$ cat src/rtl/stage2_maxpool.sv
// Streaming 2x2 stride-2 max-pool with a half-width row buffer; no frame storage.
// Optional macro MAXPOOL_RELU_EN clamps negative channels to zero before pooling.
module stage2_maxpool #(
    parameter int CH   = 3,
    parameter int DBW  = 20,
    parameter int IN_W = 8,
    parameter int IN_H = 8
) (
    input  logic                clk,
    input  logic                reset_n,
    input  logic                i_in_valid,
    input  logic [CH*DBW-1:0]   i_in_fmap,
    output logic                o_ot_valid,
    output logic [CH*DBW-1:0]   o_ot_fmap,
    output logic                o_ot_last
);

    localparam int W  = CH * DBW;
    localparam int HW = IN_W / 2;
    localparam int CW = (IN_W > 2) ? $clog2(IN_W) : 2;
    localparam int BW = CW - 1;
    localparam int RW = (IN_H > 2) ? $clog2(IN_H) : 1;

    generate
        if ((IN_W % 2) != 0 || (IN_H % 2) != 0) begin : g_bad_geometry
            $error("stage2_maxpool: IN_W and IN_H must both be even");
        end
    endgenerate

    function automatic logic [W-1:0] actFn(input logic [W-1:0] x);
        logic [W-1:0] r;
        r = x;
`ifdef MAXPOOL_RELU_EN
        for (int k = 0; k < CH; k++) begin
            if (x[k*DBW + DBW - 1]) r[k*DBW +: DBW] = '0;
        end
`endif
        return r;
    endfunction

    // Per-channel signed maximum; on a tie either operand is the same value.
    function automatic logic [W-1:0] chMax(input logic [W-1:0] a, input logic [W-1:0] b);
        logic [W-1:0] r;
        r = '0;
        for (int k = 0; k < CH; k++) begin
            if ($signed(a[k*DBW +: DBW]) >= $signed(b[k*DBW +: DBW]))
                r[k*DBW +: DBW] = a[k*DBW +: DBW];
            else
                r[k*DBW +: DBW] = b[k*DBW +: DBW];
        end
        return r;
    endfunction

    logic [CW-1:0] col_q, col_d;
    logic [RW-1:0] row_q, row_d;
    logic [W-1:0]  hold_q, hold_d;
    logic [W-1:0]  rowbuf_q [HW];
    logic          out_valid_q, out_valid_d;
    logic          out_last_q, out_last_d;
    logic [W-1:0]  out_fmap_q, out_fmap_d;

    logic [W-1:0]  pix_act;
    logic [W-1:0]  hmax;
    logic [BW-1:0] col_half;
    logic          col_end;
    logic          row_end;
    logic          buf_we;

    assign pix_act  = actFn(i_in_fmap);
    assign hmax     = chMax(hold_q, pix_act);
    assign col_half = col_q[CW-1:1];
    assign col_end  = (col_q == CW'(IN_W - 1));
    assign row_end  = (row_q == RW'(IN_H - 1));

    always_comb begin
        col_d       = col_q;
        row_d       = row_q;
        hold_d      = hold_q;
        out_valid_d = 1'b0;
        out_last_d  = 1'b0;
        out_fmap_d  = out_fmap_q;
        buf_we      = 1'b0;
        if (i_in_valid) begin
            if (col_end) begin
                col_d = '0;
                row_d = row_end ? '0 : row_q + 1'b1;
            end else begin
                col_d = col_q + 1'b1;
            end
            if (!col_q[0]) begin
                hold_d = pix_act;
            end else if (!row_q[0]) begin
                buf_we = 1'b1;
            end else begin
                // Bottom-right pixel of a window completes the vertical compare.
                out_valid_d = 1'b1;
                out_fmap_d  = chMax(rowbuf_q[col_half], hmax);
                out_last_d  = col_end && row_end;
            end
        end
    end

    always_ff @(posedge clk or negedge reset_n) begin
        if (!reset_n) begin
            col_q       <= '0;
            row_q       <= '0;
            hold_q      <= '0;
            out_valid_q <= 1'b0;
            out_last_q  <= 1'b0;
            out_fmap_q  <= '0;
        end else begin
            col_q       <= col_d;
            row_q       <= row_d;
            hold_q      <= hold_d;
            out_valid_q <= out_valid_d;
            out_last_q  <= out_last_d;
            out_fmap_q  <= out_fmap_d;
        end
    end

    always_ff @(posedge clk or negedge reset_n) begin
        if (!reset_n) begin
            for (int i = 0; i < HW; i++) rowbuf_q[i] <= '0;
        end else if (buf_we) begin
            rowbuf_q[col_half] <= hmax;
        end
    end

    assign o_ot_valid = out_valid_q;
    assign o_ot_last  = out_last_q;
    assign o_ot_fmap  = out_fmap_q;

endmodule

$ cat config.mk
export PLATFORM = sky130hd
export DESIGN_NAME = stage2_maxpool
export DESIGN_NICKNAME = d
export VERILOG_FILES = /design/src/rtl/stage2_maxpool.sv
export SDC_FILE = /design/constraint.sdc
export NUM_CORES = 1
export LEC_CHECK = 0
export BUFFER_PORTS_ARGS = -buffer_cell sky130_fd_sc_hd__buf_2
export CAP_MARGIN = 5
export CORE_UTILIZATION = 35
export DETAILED_ROUTE_END_ITERATION = 10
export HOLD_SLACK_MARGIN = 0.06
export PLACE_DENSITY = 0.6
export SYNTH_ARGS = -nofsm -noshare
export SYNTH_HDL_FRONTEND = slang
export SYNTH_SLANG_ARGS = --single-unit
$ cat constraint.sdc
create_clock -name clk -period 5.4 [get_ports clk]
set_input_delay 0.54 -clock clk [delete_from_list [all_inputs] [get_ports clk]]
set_output_delay 0.54 -clock clk [all_outputs]
set_load 0.01 [all_outputs]
After elaboration in Yosys (flattened, before gate mapping)

Index checks and enable logic that the tools add are counted.

Bits in registers: 368
Latch bits: 0
Bits in writable memories: 0
Memory bits (read-only): 0
Bits of input ports: 63
Output and inout port bits: 62
Memories kept: 0

Add/sub/neg operators: 2
Multipliers: 0
Div/mod/pow operators: 0
Magnitude comparators: 8
Equal/unequal tests: 2
Shift operators: 0
Multiplexer cells: 23
Bitwise operators: 2
Reduce and logical (&&, ||, !) cells: 5

Operators by type and width:

| kind                                                        | number |
|---|---|
| bitwise mux 240 bit                                         | 1 |
| 2-to-1 mux 60 bit                                           | 3 |
| binary-select mux 60 bit (select 2 bit)                     | 1 |
| demux 60 bit (select 2 bit)                                 | 1 |
| greater-or-equal comparator 20 bit                          | 6 |
| 2-to-1 mux 20 bit                                           | 6 |
| 2-to-1 mux 1 bit                                            | 9 |
| adder 3 x 1 -> 3 bit (second input constant)                | 2 |
| == test 3 bit (second input constant)                       | 2 |
| 2-to-1 mux 3 bit                                            | 2 |
| AND reduction 2 bit                                         | 2 |
| greater-or-equal comparator 3 bit (second input constant)   | 1 |
| less-than comparator 3 x 1 -> 1 bit (second input constant) | 1 |
| NOT 2 -> 3 bit                                              | 1 |
| AND reduction 3 bit                                         | 1 |
| logical AND 1 bit                                           | 2 |
| NOT 1 bit                                                   | 1 |

Depth between registers and ports, before layout

Depth after elaboration: 6
Depth in mapped cells: 21
Mapped depth without buffers: 17

Worst setup path before layout

No wires, ideal clock.

Path kind: input -> register
Start: input i_in_fmap[41]
End: register out_fmap_q[49] (netlist: o_ot_fmap[49])
Data arrival time: 4.635 ns
Data required time: 5.274 ns
Slack: 0.639 ns
Stages on the path: 18
Path through: inv_1 -> ha_1 -> nand2b_1 -> a21oi_1 -> o311a_1 -> or3_1 -> o211ai_1 -> buf_2 -> mux2i_1 -> ha_1 -> a21oi_2 -> o21ai_1 -> a221o_1 -> a2111oi_4 -> mux2i_2 -> nor2_4 -> buf_4 -> a221o_1

Word-level cells in the longest chain between the ends: 4

RTL lines:

| item                               | line | source |
|---|---|---|
| start, declared                    | 12   | `input logic [CH*DBW-1:0] i_in_fmap,` |
| greater-or-equal comparator 20 bit | 46   | `if ($signed(a[k*DBW +: DBW]) >= $signed(b[k*DBW +: DBW]))` |
| 2-to-1 mux 20 bit (*)              | 46   |  |
| greater-or-equal comparator 20 bit | 46   |  |
| 2-to-1 mux 20 bit (*)              | 46   |  |
| end signal, assigned               | 117  | `out_fmap_q <= out_fmap_d;` |
| end, declared                      | 60   | `logic [W-1:0] out_fmap_q, out_fmap_d;` |

Mark *: on every way between the ends. The rest lies on a longest branch, timed or not.
A chain may end at the register's enable or synchronous reset.

Final worst setup path

Start: register hold_q[18]
End: register out_fmap_q[16] (netlist: o_ot_fmap[16])

Word-level cells in the longest chain between the ends: 4

RTL lines:

| item                               | line | source |
|---|---|---|
| start, declared                    | 56   | `logic [W-1:0] hold_q, hold_d;` |
| start signal, assigned             | 114  | `hold_q <= hold_d;` |
| greater-or-equal comparator 20 bit | 46   |  |
| 2-to-1 mux 20 bit (*)              | 46   |  |
| greater-or-equal comparator 20 bit | 46   |  |
| 2-to-1 mux 20 bit (*)              | 46   |  |

Marked as above.

==> summary.md <==
| Metric | Value |
|---|---|
| Status | `finished with violations` |
| Failing checks | `design-rule violations` |
| First-pass GRT wire length | `88,700 um` |
| Core Rows | `89` |
| Final setup viols | `0` |
| Required @ worst endpoint | `5.83 ns` |
| Multi-input logic area | `11,100 um2` |
| # diodes | `0` |
| CTS tree | `built` |
| Starting density of the core | `35.6%` |
| Clock Sinks | `368` |
| Die height | `248 um` |
| Total Routing Usage GR | `18.3%` |
| # nets final | `2,330` |
| Slew Limit Fails | `0` |
| Most area-consuming cells after synthesis | `dfrtp_1 44%, ha_1 7.3%, mux4_2 6.4%` |
| Final Hold Viols | `0` |
| Area leader, netlist | `dfrtp_1` |
| Final setup TNS | `0 ns` |
| Static Leak | `10.8 nW` |
| FF+latch area | `9210 um2` |
| Avg Inst Size Synth | `10.4 um2` |
| Final HPWL DP | `37,700 um` |
| Initial drt markers | `948` |
| Mapped Area | `21,100 um2` |
| Drt pass-1 iters | `8` |
| MaxCap Viol Count | `0` |
| Crit end category | `flop` |
| Cells after synthesis | `2,028` |
| Predominant post-synthesis flop cell | `dfrtp_1` |
| Worst hold path class | `primary input to flop` |
| I/O pins | `125` |
| Die width | `248 um` |
| Number of buffers added on ports | `124` |
| Layout cells sized above 1 | `24.0%` |
| Simple-gate share of the synthesized area | `14.8%` |
| Routability Congestion | `0.820` |
| Largest net degree at the start of global routing | `116` |
| Async S/R FF share, synth | `100%` |
| Clk_lat worst skew | `0.59 ns` |
| Measured slew at the worst slew-check pin | `1.26 ns` |
| Clock tree buffer depth | `3` |
| Avg Vias per Cell | `5.39` |
| Total CTS buffers | `44` |
| Peak supply drop | `294 uV` |
| Post-synthesis register bit count | `368` |
| DRC Markers | `9` |
| Mapped Nets | `2,215` |
| Period utilization | `92.6%` |
| Core area | `59,400 um2` |
| Grt total ovfl | `0` |
| Compound-cell area share of the yosys netlist | `17.9%` |
| Worst hold slack | `0.260 ns` |
| Commonest non-fill, non-tap cell in the layout | `dfrtp_1` |
| Critical path peak fanout | `20` |
| Largest family of logic cells by synthesized area | `compound AO/OA/AOI/OAI gates` |
| Max Clk Rate | `200 MHz` |
| CP arrival | `5.42 ns` |
| Vias in the first global route | `16,069` |
| Fin crit period | `5.00 ns` |
| Cell variety after synth | `62` |
| Most frequent cells in the layout | `366 x dfrtp_1, 246 x nand2_1, 198 x a21oi_1` |
| Filler Cell Count | `5,687` |
| Register area share after synthesis | `43.6%` |
| Max Clock Skew | `0.0326 ns` |
| R2r setup slk | `0.40 ns` |
| DRT Wirelength | `55,100 um` |
| YS warnings | `0` |
| PD cells | `669 nW/um2` |
| CTS resizes | `0` |
| WS Path Type | `flop to flop` |
| Synth-to-Final Area Change | `15.3%` |
| Adder-Cell Fraction of Synth Area | `7.34%` |
| RSZ-0062 raised after global routing | `false` |
| Clock transition at path regs | `0.06 ns` |
| Initial antenna violation count | `3` |
| Die Area | `61,400 um2` |
| CP Launch Type | `flop` |
| Synth Area in XOR/XNOR | `0%` |
| ANT nets after route | `0` |
| Post-synthesis mux area share | `12.0%` |
| Synth top area share | `43.6%` |
| Slew headroom | `15.8%` |
| Avg WL per Cell | `18.7 um` |
| H-tree depth | `2` |
| Clock root cell | `clkbuf_16` |
| EDFF count, synth | `0` |
| DR vias | `15,915` |
[logic make-up after synthesis]
group           count (synthesis)
simple gates                  640
mux                           165
compound gates                503
buf+inv                       228
fa+ha+maj                     124
flops                         368
[cells in the mapped netlist (all sizes together), types with 11 or more instances]
master and number:
a2111oi 41, a21o 11, a21oi 210, a221o 21
and3 21, and4 11, buf 34, clkbuf 107
dfrtp 368, ha 124, inv 87, mux2 101
mux4 60, nand2 246, nand2b 85, nand3 37
nand4 77, nor2 133, o211ai 44, o21ai 156
[state kept, by name (all words and copies together) (netlist names)]
| name | flops |
|---|---|
| o_ot_last | 1 |
| o_ot_valid | 1 |
| rowbuf_q | 240 |
| row_q | 3 |
| o_ot_fmap | 60 |
| hold_q | 60 |
| col_q | 3 |
[power breakdown]
group | total (mW) | switching, mW | internal (mW)
logic | 8.33 | 4.54 | 3.80
clock network | 3.02 | 1.24 | 1.78
registers | 4.94 | 0.962 | 3.98
[worst max-delay path: stages (launching register included)]
cell and delay [ns]:
dfrtp_1 0.45, ha_1 0.37, a21oi_1 0.17, a21boi_0 0.11
or2_2 0.32, nor3_2 0.38, buf_4 0.32, a21oi_1 0.10
a2111oi_4 0.38, ha_1 0.31, a21oi_1 0.13, o21ai_0 0.14
a221o_1 0.39, a2111oi_2 0.44, mux2i_2 0.29, or2_1 0.13
buf_4 0.28, o211ai_1 0.12
[layer usage]
metal / track usage (%) / part of all wire [%] / vias up
li1: - / - / 7565
met1: 24.4 / 45 / 7942
met2: 30.4 / 48 / 317
met3: 3.10 / 4.9 / 87
met4: 5.03 / 2.2 / 4
met5: 0 / 0.042 / -
[repair_timing]
action	in CTS	in global routing
hold endpoints to repair	2	0
endpoints found under the setup margin	0	0
hold buffers	1	0
buffers inserted	0	0
[worst paths after layout]
kind                                     startpoint                        end  cells after the start
setup / recovery             hold_q[18]$_DFFE_PN0P_  o_ot_fmap[16]$_DFFE_PN0P_                     17
hold / removal                         i_in_fmap[2]      hold_q[2]$_DFFE_PN0P_                      3
setup reg to reg             hold_q[18]$_DFFE_PN0P_  o_ot_fmap[16]$_DFFE_PN0P_                     17
hold reg to reg            rowbuf_q[28]$_DFFE_PN0P_   rowbuf_q[28]$_DFFE_PN0P_                      2
max in group asynchronous                   reset_n        o_ot_last$_DFF_PN0_                      3
min in group asynchronous                   reset_n     hold_q[52]$_DFFE_PN0P_                      2
[per-stage QoR]
stage,cells,area [um2],util [%],power (mW),setup WS (ns)
finish,2950,24400,41.0,16.3,0.402
global route,2950,24400,41.0,17.6,0.0640
CTS,2950,24400,41.0,16.4,0.409
detailed placement,2869,22900,38.6,13.3,0.192
global placement,2869,22900,38.6,13.0,0.304
floorplan,2028,21100,-,10.6,0.639
[cell type report]
| type | instances | share of cell area, % |
|---|---|---|
| clock buffer | 59 | 5.00 |
| clock inverter | 21 | 0.991 |
| inverter | 87 | 1.34 |
| multi-input combinational | 1432 | 45.4 |
| sequential | 368 | 37.8 |
| tap | 773 | 3.97 |
| timing repair buffer | 210 | 5.51 |
Power figures use the tool's default switching activity.
